## config.mk

```make
export PLATFORM = sky130hd
export DESIGN_NAME = controlador_ataque
export DESIGN_NICKNAME = d
export VERILOG_FILES = /design/src/rtl/controlador_ataque.sv
export SDC_FILE = /design/constraint.sdc
export NUM_CORES = 1
export LEC_CHECK = 0
export CAP_MARGIN = 20
export CELL_PAD_IN_SITES_DETAIL_PLACEMENT = 1
export CELL_PAD_IN_SITES_GLOBAL_PLACEMENT = 1
export CORE_UTILIZATION = 34
export CTS_CLUSTER_DIAMETER = 30
export DETAILED_ROUTE_END_ITERATION = 8
export PLACE_DENSITY_LB_ADDON = 0.1
export RECOVER_POWER = 100
export SLEW_MARGIN = 10
export SYNTH_ARGS = -nofsm -noshare
export SYNTH_HDL_FRONTEND = slang
export SYNTH_SLANG_ARGS = --single-unit
```

## constraint.sdc

```tcl
create_clock -name clock -period 11.39 [get_ports clock]
set_input_delay 2.278 -clock clock [delete_from_list [all_inputs] [get_ports clock]]
set_output_delay 2.278 -clock clock [all_outputs]
set_load 0.02 [all_outputs]
```

## src/rtl/controlador_ataque.sv

```systemverilog
// ---------------------------------------------------------------------------
// controlador_ataque
//
// Attack controller for a one-player battleship game on a 5x7 LED matrix.
// The player places ships with switches and locks them with "iniciar". The
// player then fires shots by choosing a column and row and pressing
// "confirmar_ataque". Each accepted shot is shown blinking for a while. The
// game ends in victory when every ship cell is hit. It ends in defeat when
// the shots run out.
//
// Ports
//   clock                           single divided clock (381 Hz)
//   reset_n                         synchronous active-low reset
//   ligado                          power switch, 0 forces the block off
//   iniciar                         one-cycle pulse: lock placement / new game
//   confirmar_ataque                one-cycle pulse: submit the shot
//   ataque_coluna, ataque_linha     target column (0..4) and row (0..6)
//   colunaN_posicionamento          ship map input, bit r = row r
//   colunaN_saida                   frame handed to the matrix scanner
//   acerto, erro, invalido          one-cycle shot result pulses
//   vitoria, derrota                game result levels, high in FIM
//   tentativas_restantes            shots left in the current game
//   estado                          current FSM state encoding
//
// Maps are kept flattened as 35-bit vectors: bit (col*7 + row), so
// coluna1 (column 0) sits in the low seven bits.
// ---------------------------------------------------------------------------
module controlador_ataque #(
  parameter int MAX_TENTATIVAS  = 20,
  parameter int PISCA_CICLOS    = 190,
  parameter int FEEDBACK_PISCAS = 3
) (
  input  logic       clock,
  input  logic       reset_n,
  input  logic       ligado,
  input  logic       iniciar,
  input  logic       confirmar_ataque,
  input  logic [2:0] ataque_coluna,
  input  logic [2:0] ataque_linha,
  input  logic [6:0] coluna1_posicionamento,
  input  logic [6:0] coluna2_posicionamento,
  input  logic [6:0] coluna3_posicionamento,
  input  logic [6:0] coluna4_posicionamento,
  input  logic [6:0] coluna5_posicionamento,
  output logic [6:0] coluna1_saida,
  output logic [6:0] coluna2_saida,
  output logic [6:0] coluna3_saida,
  output logic [6:0] coluna4_saida,
  output logic [6:0] coluna5_saida,
  output logic       acerto,
  output logic       erro,
  output logic       invalido,
  output logic       vitoria,
  output logic       derrota,
  output logic [4:0] tentativas_restantes,
  output logic [2:0] estado
);

  localparam int FB_TOTAL = 2 * FEEDBACK_PISCAS * PISCA_CICLOS;
  localparam int PW       = (PISCA_CICLOS > 1) ? $clog2(PISCA_CICLOS) : 1;
  localparam int FBW      = $clog2(FB_TOTAL + 1);

  typedef enum logic [2:0] {
    DESLIGADO  = 3'd0,
    POSICIONAR = 3'd1,
    ATACAR     = 3'd2,
    VERIFICAR  = 3'd3,
    FEEDBACK   = 3'd4,
    FIM        = 3'd5
  } estado_t;

  estado_t estado_q, estado_d;

  logic [34:0]    navios_q, navios_d;
  logic [34:0]    acertos_q, acertos_d;
  logic [34:0]    erros_q, erros_d;
  logic [4:0]     tent_q, tent_d;
  logic [2:0]     col_q, col_d;
  logic [2:0]     lin_q, lin_d;
  logic [PW-1:0]  pisca_cnt_q, pisca_cnt_d;
  logic           fase_q, fase_d;
  logic [FBW-1:0] fb_cnt_q, fb_cnt_d;
  logic           acerto_q, acerto_d;
  logic           erro_q, erro_d;
  logic           invalido_q, invalido_d;
  logic           vitoria_q, vitoria_d;
  logic           derrota_q, derrota_d;

  logic [34:0] mapa_vivo;
  logic [5:0]  indice;
  logic        coord_ok;
  logic [34:0] mascara;
  logic        ja_usado;
  logic        tiro_invalido;
  logic        acertou;
  logic        fb_fim;
  logic        fim_vitoria;
  logic [34:0] quadro;

  // Shot decoding. The target is turned into a one-hot mask so that an
  // out-of-range coordinate never indexes outside the 35-bit maps; an
  // invalid coordinate simply yields an empty mask.
  always_comb begin
    mapa_vivo = {coluna5_posicionamento, coluna4_posicionamento,
                 coluna3_posicionamento, coluna2_posicionamento,
                 coluna1_posicionamento};
    indice        = ({3'b000, col_q} * 6'd7) + {3'b000, lin_q};
    coord_ok      = (col_q <= 3'd4) && (lin_q <= 3'd6);
    mascara       = coord_ok ? (35'd1 << indice) : '0;
    ja_usado      = ((acertos_q | erros_q) & mascara) != '0;
    tiro_invalido = !coord_ok || ja_usado;
    acertou       = (navios_q & mascara) != '0;
    fb_fim        = (fb_cnt_q == FBW'(FB_TOTAL - 1));
    fim_vitoria   = (acertos_q == navios_q);
  end

  // State register. Switching the power off behaves exactly like a reset.
  always_ff @(posedge clock) begin
    if (!reset_n || !ligado) begin
      estado_q <= DESLIGADO;
    end else begin
      estado_q <= estado_d;
    end
  end

  // Next-state logic. Placement needs a non-empty map. A verified shot
  // goes back to ATACAR when it is rejected. Otherwise the shot goes to
  // FEEDBACK, and the end of FEEDBACK decides victory first, then defeat.
  always_comb begin
    estado_d = estado_q;
    case (estado_q)
      DESLIGADO:  if (ligado) estado_d = POSICIONAR;
      POSICIONAR: if (iniciar && (mapa_vivo != '0)) estado_d = ATACAR;
      ATACAR:     if (confirmar_ataque) estado_d = VERIFICAR;
      VERIFICAR:  estado_d = tiro_invalido ? ATACAR : FEEDBACK;
      FEEDBACK: begin
        if (fb_fim) begin
          if (fim_vitoria)          estado_d = FIM;
          else if (tent_q == 5'd0)  estado_d = FIM;
          else                      estado_d = ATACAR;
        end
      end
      FIM:        if (iniciar) estado_d = POSICIONAR;
      default:    estado_d = DESLIGADO;
    endcase
    if (!ligado) estado_d = DESLIGADO;
  end

  // Datapath next values: the maps, the shot counter, the latched target,
  // the blink timer and the registered result pulses and levels. The
  // result pulses default low, so each one lasts a single cycle.
  always_comb begin
    navios_d    = navios_q;
    acertos_d   = acertos_q;
    erros_d     = erros_q;
    tent_d      = tent_q;
    col_d       = col_q;
    lin_d       = lin_q;
    pisca_cnt_d = pisca_cnt_q;
    fase_d      = fase_q;
    fb_cnt_d    = '0;
    acerto_d    = 1'b0;
    erro_d      = 1'b0;
    invalido_d  = 1'b0;
    vitoria_d   = vitoria_q;
    derrota_d   = derrota_q;

    // The blink phase restarts when a shot enters FEEDBACK. This makes
    // every feedback animation start the same way.
    if (estado_q == DESLIGADO) begin
      pisca_cnt_d = '0;
      fase_d      = 1'b0;
    end else if ((estado_q == VERIFICAR) && !tiro_invalido) begin
      pisca_cnt_d = '0;
      fase_d      = 1'b0;
    end else if (pisca_cnt_q == PW'(PISCA_CICLOS - 1)) begin
      pisca_cnt_d = '0;
      fase_d      = !fase_q;
    end else begin
      pisca_cnt_d = pisca_cnt_q + PW'(1);
    end

    case (estado_q)
      POSICIONAR: begin
        if (iniciar) begin
          if (mapa_vivo != '0) begin
            navios_d  = mapa_vivo;
            acertos_d = '0;
            erros_d   = '0;
            tent_d    = 5'(MAX_TENTATIVAS);
          end else begin
            invalido_d = 1'b1;
          end
        end
      end
      ATACAR: begin
        if (confirmar_ataque) begin
          col_d = ataque_coluna;
          lin_d = ataque_linha;
        end
      end
      VERIFICAR: begin
        if (tiro_invalido) begin
          invalido_d = 1'b1;
        end else if (acertou) begin
          acertos_d = acertos_q | mascara;
          acerto_d  = 1'b1;
          tent_d    = tent_q - 5'd1;
        end else begin
          erros_d = erros_q | mascara;
          erro_d  = 1'b1;
          tent_d  = tent_q - 5'd1;
        end
      end
      FEEDBACK: begin
        if (fb_fim) begin
          if (fim_vitoria)         vitoria_d = 1'b1;
          else if (tent_q == 5'd0) derrota_d = 1'b1;
        end else begin
          fb_cnt_d = fb_cnt_q + FBW'(1);
        end
      end
      FIM: begin
        if (iniciar) begin
          vitoria_d = 1'b0;
          derrota_d = 1'b0;
        end
      end
      default: ;
    endcase
  end

  // Datapath registers. They share the reset and power-off clear with the
  // state register, so DESLIGADO always starts from a clean slate.
  always_ff @(posedge clock) begin
    if (!reset_n || !ligado) begin
      navios_q    <= '0;
      acertos_q   <= '0;
      erros_q     <= '0;
      tent_q      <= '0;
      col_q       <= '0;
      lin_q       <= '0;
      pisca_cnt_q <= '0;
      fase_q      <= 1'b0;
      fb_cnt_q    <= '0;
      acerto_q    <= 1'b0;
      erro_q      <= 1'b0;
      invalido_q  <= 1'b0;
      vitoria_q   <= 1'b0;
      derrota_q   <= 1'b0;
    end else begin
      navios_q    <= navios_d;
      acertos_q   <= acertos_d;
      erros_q     <= erros_d;
      tent_q      <= tent_d;
      col_q       <= col_d;
      lin_q       <= lin_d;
      pisca_cnt_q <= pisca_cnt_d;
      fase_q      <= fase_d;
      fb_cnt_q    <= fb_cnt_d;
      acerto_q    <= acerto_d;
      erro_q      <= erro_d;
      invalido_q  <= invalido_d;
      vitoria_q   <= vitoria_d;
      derrota_q   <= derrota_d;
    end
  end

  // Output logic: build the frame for the matrix from the current state.
  // In ATACAR, hits are solid and misses blink. In FEEDBACK, the target
  // cell shows the inverted phase, so it lights up right away.
  always_comb begin
    quadro = '0;
    case (estado_q)
      POSICIONAR: quadro = mapa_vivo;
      ATACAR, VERIFICAR: quadro = acertos_q | (erros_q & {35{fase_q}});
      FEEDBACK: quadro = ((acertos_q | (erros_q & {35{fase_q}})) & ~mascara)
                         | (mascara & {35{!fase_q}});
      FIM: begin
        if (vitoria_q)      quadro = acertos_q;
        else if (derrota_q) quadro = navios_q & {35{fase_q}};
      end
      default: quadro = '0;
    endcase

    coluna1_saida        = quadro[6:0];
    coluna2_saida        = quadro[13:7];
    coluna3_saida        = quadro[20:14];
    coluna4_saida        = quadro[27:21];
    coluna5_saida        = quadro[34:28];
    acerto               = acerto_q;
    erro                 = erro_q;
    invalido             = invalido_q;
    vitoria              = vitoria_q;
    derrota              = derrota_q;
    tentativas_restantes = tent_q;
    estado               = estado_q;
  end

endmodule

```

; ---- Word level (Yosys, flattened, before mapping)
; Index checks and enable logic that the tools add are counted.
[totals]
reg_bits = 144
input_bits = 46
output_inout_bits = 48
elab_cells = 127
[classes]
add_sub_neg = 4
mul = 1
order_cmp = 2
n_eq_ne = 20
shift = 1
mux = 38
bitwise = 15
reduce_logical = 31
[ops]
columns = operator, n
row1 = $mux W35, 9
row2 = $and A35 B35 Y35, 6
row3 = $or A35 B35 Y35, 5
row4 = $pmux W35 S2, 2
row5 = $pmux W35 S4, 1
row6 = $reduce_bool A35 Y1, 3
row7 = $eq A35 B35 Y1, 1
row8 = $not A35 Y35, 1
row9 = $shl A1 B6 Y35 const A, 1
row10 = $ne A2 B2 Y1 const B, 12
row11 = $mux W3, 7
row12 = $pmux W3 S6, 1
row13 = $mux W5, 3
row14 = $reduce_and A5 Y1, 3
row15 = $reduce_and A4 Y1, 3
row16 = $add A11 B1 Y11 const B, 1
row17 = $eq A11 B11 Y1 const B, 1
row18 = $mux W1, 11
row19 = $pmux W5 S2, 1
row20 = $reduce_or A3 Y1, 3
row21 = $add A8 B1 Y8 const B, 1
row22 = $eq A8 B8 Y1 const B, 1
row23 = $add A6 B3 Y6, 1
row24 = $eq A3 B2 Y1 const B, 2
row25 = 17 further kinds, 32

; ---- Depth between registers and ports, before layout
; Gate-level depths: netlist of the first run.
[depth]
word_depth = 10
mapped_depth = 17
depth_no_buf = 13

; ---- Worst setup path after synthesis of the first run
; OpenSTA, ideal clock, no wires.
[synth_timing]
path_kind = register to output
startpoint = reg col_q[1]
endpoint = out coluna5_saida[4]
arrival_time_ns = 3.785
setup_slack_ns = 5.327
stages_incl_launch_ff = 10
cell_sequence = dfxtp_1 fa_1 fa_1 fa_1 clkbuf_1 buf_2 or3_1 nor4_1 mux2_2 o221ai_1
[synth_between]
elab_chain_cells = 8
elab_cells_between_ends = 11
cone_classes = add/sub (1) / mul (1) / order compare (1) / shift (1) / mux (2) / bitwise (4) / reduce/logical (1)
[synth_rtl]
columns = element, line_no
row1 = from (decl), 78  ; logic [2:0] col_q, col_d;
row2 = from (signal assigned), 256  ; col_q <= col_d;
row3 = $mul A3 B3 Y6, 107  ; indice = ({3'b000, col_q} * 6'd7) + {3'b000, lin_q};
row4 = $add A6 B3 Y6, 107
row5 = $shl A1 B6 Y35, 109  ; mascara = coord_ok ? (35'd1 << indice) : '0;
row6 = $mux W35 *, 109
row7 = $not A35 Y35, 277  ; FEEDBACK: quadro = ((acertos_q | (erros_q & {35{fase_q}})) & ~mascara)
row8 = $and A35 B35 Y35, 277
row9 = $or A35 B35 Y35 *, 278  ; | (mascara & {35{!fase_q}});
row10 = $pmux W35 S4 *, 274  ; case (estado_q)
row11 = to (decl), 49  ; output logic [6:0] coluna5_saida,
; Mark *: on every way between the ends. The rest lies on a longest branch, timed or not.

; ---- Final worst setup path of the first run
[layout_timing]
startpoint = reg col_q[1]
endpoint = out coluna3_saida[2]
[layout_between]
elab_chain_cells = 8
elab_cells_between_ends = 11
cone_classes = add/sub (1) / mul (1) / order compare (1) / shift (1) / mux (2) / bitwise (4) / reduce/logical (1)
[layout_rtl]
columns = element, line_no
row1 = $mul A3 B3 Y6, 107
row2 = $add A6 B3 Y6, 107
row3 = $shl A1 B6 Y35, 109
row4 = $mux W35 *, 109
row5 = $not A35 Y35, 277
row6 = $and A35 B35 Y35, 277
row7 = $or A35 B35 Y35 *, 278
row8 = $pmux W35 S4 *, 274
row9 = to (decl), 47  ; output logic [6:0] coluna3_saida,
; Marks and branches as above.

==> impl_metrics.env, run 1 <==
export IMPL_rsz0062_at_grt="no"
export IMPL_nNetsFinal=1156
export IMPL_dieArea_sq_um=25800
export IMPL_numPortBuffers=93
export IMPL_diodes=0
export IMPL_htreeDepth=4
export IMPL_slowest_delay_ns=0.87
export IMPL_drt_first_pass_iters=7
export IMPL_numCtsBuffers=17
export IMPL_crit_top_cell="fa_1"
export IMPL_gr_total_overflow=0
export IMPL_pre_cts_slack_ns=3.98
export IMPL_die_w_microns=161
export IMPL_worstMarginPinSlew_ns=2.80
export IMPL_clockBufferDepth=2
export IMPL_peakVddDrop_v=0.0000662
export IMPL_slew_headroom_pct=-86.5
export IMPL_grt_pass1_vias=8829
export IMPL_drive_above_1_share_pct=8.88
export IMPL_place_gp_congestion=0.905
export IMPL_multiInputGateArea_sq_um=5290
export IMPL_arrival_ns=5.79
export IMPL_yosys_warnings=0
export IMPL_timing_final_max_slew_violations=197
export IMPL_holdBufCountCts=0
export IMPL_cp_required_ns=9.11
export IMPL_worst_path_max_delay_cell="a211oi_1"
export IMPL_power_leakage_uw=0.00358
export IMPL_clk_pin_slew_ns=0.06
export IMPL_initial_core_util_pct=34.9
export IMPL_setup_ws_ns=3.32
export IMPL_synth_seq_area_share_pct=33.7
export IMPL_grt_pass1_wl_mm=55.7
export IMPL_skew_ns=0.0138
export IMPL_hold_viol=0
export IMPL_drc=0
export IMPL_cts_sinks=144
export IMPL_synthCells=1034
export IMPL_synth_area_sq_um=8560
export IMPL_hpwl_mm=25.3
export IMPL_post_cts_setup_buffer_count=0
export IMPL_ant_nets=0
export IMPL_syn_nets=1099
export IMPL_synth_edff_count=0
export IMPL_dieHeight_microns=161
export IMPL_design_power_total_uw=1170
export IMPL_outcome="finished with violations"
export IMPL_max_freq_mhz=124
export IMPL_p_per_area_nw_per_um2=115
export IMPL_synth_seq_cells=144
export IMPL_cts_resized=0
export IMPL_min_path_type="flip-flop to flip-flop"
export IMPL_crit_path_cell_trace="fa_1, fa_1, fa_1, nand3_1, nand3_1, a211oi_1, nand2_1, nor2_1, mux2_2, o221ai_1, dlygate4sd3_1"
export IMPL_std_cell_rows=57
export IMPL_ioPinCount=94
export IMPL_worst_path_buf_inv=1
export IMPL_min_period_ns=8.07
export IMPL_fin_crit_sh_pct=70.8
export IMPL_vias=8784
export IMPL_avgRoutedWirePerCell_microns=25.5
export IMPL_finalSetupViolCount=0
export IMPL_grt_max_degree=73
export IMPL_endpoint_kind="output pin"
export IMPL_startpoint_type="flip-flop"
export IMPL_fillerInstances=2954
export IMPL_grt_usage_pct=28.8
export IMPL_insertion_delay_ns=0.45
export IMPL_finalWirelength_mm=36.4
export IMPL_antenna_found_initial=1
export IMPL_cap_violations=6
export IMPL_synth_ff_type="dfxtp_1"
export IMPL_syn_avg_cell_area_sq_um=8.28
export IMPL_cts_tree="done"
export IMPL_synth_cell_types=77
export IMPL_path_class="flip-flop to output pin"
export IMPL_synth_async_reset_ratio_pct=0
export IMPL_root_buffer="clkbuf_16"
export IMPL_core_area_sq_um=24500
export IMPL_setup_tns_final_ns=0
export IMPL_path_max_fanout=8
export IMPL_via_per_inst=6.15
export IMPL_crit_family="adder cells"
export IMPL_area_delta_synth_final_pct=19.6
export IMPL_drt_initial_drc_count=780
export IMPL_regArea_sq_um=2880
export IMPL_violations="capacitance limit, slew limit"
## final cells by class
class | count | area share, %
clock inverter | 14 | 1.40
multi-input combinational | 804 | 51.6
timing repair buffer | 110 | 10.1
clock buffer | 18 | 4.19
tap | 324 | 3.96
inverter | 14 | 0.513
sequential | 144 | 28.1
## report_power, final
part / total (uW) / switching, uW / internal, uW
Sequential: 510 / 4.45 / 506
Combinational: 96.4 / 60.3 / 36.0
Clock: 568 / 260 / 308
## flip-flops by register name (all words and copies together) (netlist names)
name,flops
acertos_q,35
erros_q,35
navios_q,35
fb_cnt_q,11
pisca_cnt_q,8
tentativas_restantes,5
col_q,3
estado,3
lin_q,3
acerto,1
derrota,1
erro,1
fase_q,1
invalido,1
vitoria,1
## synth_stat cells (2+ instances only)
| cell type | n | area share, % |
|---|---|---|
| o2111ai_1 | 3 | 0.31 |
| a22o_1 | 70 | 7.2 |
| and2_1 | 2 | 0.15 |
| and3b_1 | 3 | 0.31 |
| xnor2_1 | 9 | 0.92 |
| inv_1 | 14 | 0.61 |
| mux2_2 | 37 | 4.9 |
| o21ai_1 | 3 | 0.18 |
| o22ai_1 | 2 | 0.15 |
| nor2_1 | 115 | 5.0 |
| nor3b_1 | 5 | 0.44 |
| fa_1 | 4 | 0.94 |
| a32o_1 | 2 | 0.23 |
| or3_1 | 5 | 0.37 |
| o221a_2 | 2 | 0.26 |
| buf_2 | 8 | 0.47 |
| xor2_1 | 43 | 4.4 |
| nor3_2 | 3 | 0.35 |
| o41ai_1 | 3 | 0.31 |
| buf_1 | 3 | 0.13 |
| o21ai_0 | 28 | 1.6 |
| nor3_1 | 24 | 1.4 |
| nand4_1 | 11 | 0.80 |
| a22oi_1 | 40 | 3.5 |
| a21oi_1 | 115 | 6.7 |
| a31oi_1 | 4 | 0.29 |
| nand2b_1 | 2 | 0.15 |
| nand2_1 | 92 | 4.0 |
| nor4_1 | 20 | 1.5 |
| o211ai_1 | 4 | 0.35 |
| o21bai_1 | 3 | 0.26 |
| nand3_1 | 27 | 1.6 |
| o221ai_1 | 36 | 3.7 |
| buf_6 | 4 | 0.53 |
| ha_1 | 15 | 2.2 |
| dfxtp_1 | 144 | 34 |
| clkbuf_1 | 56 | 2.5 |
| mux2i_1 | 11 | 1.3 |
| a21boi_0 | 2 | 0.18 |
| or4_1 | 4 | 0.35 |
| a311oi_1 | 2 | 0.20 |
| a211oi_1 | 3 | 0.26 |
| and3_1 | 8 | 0.58 |
| nor2b_1 | 5 | 0.37 |
| nand3b_1 | 6 | 0.53 |
## placed cells by master, fill, tap and decap left out, types with 5 or more instances in the layout
cell type and count:
and3_1 8, o21ai_0 29, nand2_1 91, dlygate4sd3_1 47
a22oi_1 40, mux2_2 37, buf_4 12, ha_1 15
clkdlybuf4s50_1 46, nor3_1 25, clkbuf_1 6, clkbuf_16 17
mux2i_1 11, or3_1 5, xnor2_1 10, nand4_1 11
xor2_1 43, a21oi_1 115, inv_6 5, nor2_1 114
inv_1 14, a22o_1 70, nor4_1 21, nand3_1 27
o221ai_1 36, dfxtp_1 143, nand3b_1 6
## cell families (layout without fill, tap and decap cells)
family          count (synthesis)  count (layout)  share of synthesized area (%)
flops                         144             144                           33.7
fa+ha+maj                      19              19                           3.13
compound gates                341             341                           27.9
simple gates                  343             343                           19.3
mux                            48              48                           6.15
xor+xnor                       53              53                           5.51
buf+inv                        86             156                           4.28
## metal layers
metal | wire length (microns) | vias to the layer above | global-route usage [%]
met3 | 2390 | 78 | 6.15
met4 | 1190 | 2 | 11.8
met5 | 11 | - | 0
met2 | 16000 | 325 | 43.5
li1 | - | 3987 | -
met1 | 16900 | 4392 | 39.6
## path summary, 6_finish.rpt
path | startpoint | endpoint | slack [ns] | depth (start not counted)
hold / removal | fb_cnt_q[0] | fb_cnt_q[0] | 0.48 | 1
setup reg to reg | col_q[1] | erros_q[9] | 4.41 | 12
hold reg to reg | fb_cnt_q[0] | fb_cnt_q[0] | 0.48 | 1
setup / recovery | col_q[1] | coluna3_saida[2] | 3.32 | 11
## per-stage QoR
step,hold slack [ns],util [%],std cells,cell area [sq um]
2_1_floorplan,0.441,-,1034,8560
3_3_place_gp,0.468,39.7,1396,9740
3_5_place_dp,0.478,39.7,1396,9740
4_1_cts,0.494,42.0,1428,10300
5_1_grt,0.515,41.8,1428,10200
6_report,0.481,41.8,1428,10200
(Power assumes the default switching activity.)
==> run 2, diff against run 1 <==
clock period = 8.31 ns   (was 11.39 ns; I/O delays follow)
==> run 2 against run 1 <==
Against the previous run:
- the run still ends with capacitance limit, slew limit left
- combinational power rose by 37%
- design area rose by 0.18%
- routed wire length fell by 0.12%
- clock power rose by 37%
- sequential power rose by 37%
- sequential share of layout area fell by 0.052 points
- worst hold slack improved by 0.0033 ns
- core utilization rose by 0.077 points
- clock skew rose by 0.0025 ns
- via count fell by 1.0%
- total power rose by 37%
- non-clock buffer count did not move
==> impl_metrics.env, run 2 (synthesis results as in run 1) <==
export IMPL_reg_largest_list="acertos_q x35, erros_q x35, navios_q x35"
export IMPL_cts_sinks=144
export IMPL_vias=8692
export IMPL_min_path_type="flip-flop to flip-flop"
export IMPL_avgRoutedWirePerCell_microns=25.5
export IMPL_numPortBuffers=93
export IMPL_grt_pass1_vias=8766
export IMPL_cp_required_ns=6.65
export IMPL_grt_usage_pct=28.5
export IMPL_numCtsBuffers=17
export IMPL_drt_first_pass_iters=5
export IMPL_std_cell_rows=57
export IMPL_path_class="flip-flop to output pin"
export IMPL_holdBufCountCts=0
export IMPL_drive_above_1_share_pct=8.97
export IMPL_cts_tree="done"
export IMPL_ant_nets=0
export IMPL_initial_core_util_pct=34.9
export IMPL_clockBufferDepth=2
export IMPL_insertion_delay_ns=0.44
export IMPL_die_w_microns=161
export IMPL_worstMarginPinSlew_ns=2.83
export IMPL_peakVddDrop_v=0.000105
export IMPL_drc=0
export IMPL_regArea_sq_um=2880
export IMPL_slew_headroom_pct=-88.5
export IMPL_timing_final_max_slew_violations=197
export IMPL_area_delta_synth_final_pct=19.9
export IMPL_min_period_ns=7.37
export IMPL_max_freq_mhz=136
export IMPL_grt_pass1_wl_mm=55.2
export IMPL_gr_total_overflow=0
export IMPL_ioPinCount=94
export IMPL_via_per_inst=6.08
export IMPL_grt_max_degree=49
export IMPL_dieArea_sq_um=25800
export IMPL_endpoint_kind="output pin"
export IMPL_multiInputGateArea_sq_um=5310
export IMPL_post_cts_setup_buffer_count=0
export IMPL_finalSetupViolCount=0
export IMPL_fin_crit_sh_pct=88.7
export IMPL_p_per_area_nw_per_um2=157
export IMPL_violations="capacitance limit, slew limit"
export IMPL_finalWirelength_mm=36.4
export IMPL_core_area_sq_um=24500
export IMPL_rsz0062_at_grt="no"
export IMPL_root_buffer="clkbuf_16"
export IMPL_pre_cts_slack_ns=1.61
export IMPL_skew_ns=0.0163
export IMPL_place_gp_congestion=0.925
export IMPL_setup_tns_final_ns=0
export IMPL_cts_resized=0
export IMPL_final_cell_mix="dfxtp_1, a21oi_1, nor2_1, nand2_1, a22o_1"
export IMPL_hpwl_mm=25.6
export IMPL_htreeDepth=4
export IMPL_antenna_found_initial=2
export IMPL_clk_pin_slew_ns=0.07
export IMPL_setup_ws_ns=0.939
export IMPL_nNetsFinal=1156
export IMPL_power_leakage_uw=0.00359
export IMPL_hold_viol=0
export IMPL_path_max_fanout=9
export IMPL_dieHeight_microns=161
export IMPL_fillerInstances=2925
export IMPL_drt_initial_drc_count=731
export IMPL_startpoint_type="flip-flop"
export IMPL_outcome="finished with violations"
export IMPL_final_common_cell="dfxtp_1"
export IMPL_cap_violations=5
export IMPL_arrival_ns=5.71
==> run 2: critical path: stages (launching register included) <==
cell and delay [ns]:
dfxtp_1 0.47, fa_1 0.48, fa_1 0.49, fa_1 0.46
xnor2_1 0.81, nand3_1 0.56, nor4_1 0.72, mux2_2 0.41
o221ai_1 0.15, dlygate4sd3_1 0.71
==> run 2: stage by stage <==
| stage | total power [uW] | area, sq um | instances | util (%) | hold WS, ns |
|---|---|---|---|---|---|
| 2_1_floorplan | 772 | 8560 | 1034 | - | 0.441 |
| 3_3_place_gp | 850 | 9740 | 1396 | 39.7 | 0.469 |
| 3_5_place_dp | 850 | 9740 | 1396 | 39.7 | 0.477 |
| 4_1_cts | 1620 | 10300 | 1428 | 42.1 | 0.491 |
| 5_1_grt | 1660 | 10300 | 1428 | 41.8 | 0.522 |
| 6_report | 1610 | 10300 | 1429 | 41.8 | 0.485 |
==> run 2: area by class of cell <==
type | count | share of cell area, %
antenna | 1 | 0.0244
clock buffer | 18 | 4.18
clock inverter | 14 | 1.41
inverter | 14 | 0.512
multi-input combinational | 804 | 51.7
sequential | 144 | 28.1
tap | 324 | 3.95
timing repair buffer | 110 | 10.1
==> run 2: path summary, 6_finish.rpt <==
| path | cells after the start | slack (ns) | to | from |
|---|---|---|---|---|
| worst max-delay path | 9 | 0.94 | coluna5_saida[6] | col_q[1] |
| worst min-delay path | 1 | 0.48 | fb_cnt_q[0] | fb_cnt_q[0] |
| worst max register to register | 12 | 1.18 | acertos_q[8] | col_q[1] |
| worst min register to register | 1 | 0.48 | fb_cnt_q[0] | fb_cnt_q[0] |
==> run 2: layer usage <==
layer,up-vias,GRT usage (%),routed length [microns]
li1,3989,-,-
met1,4325,39.9,17000
met2,324,44.3,16100
met3,54,4.80,2350
met4,0,9.61,896
met5,-,0,0
==> run 2: power breakdown <==
group	total, uW	leakage (uW)	switching, uW	internal [uW]
combinational	132	0.00215	82.7	49.4
clock	780	0.000278	356	424
sequential	700	0.00116	6.17	694
total	1610	0.00359	445	1170
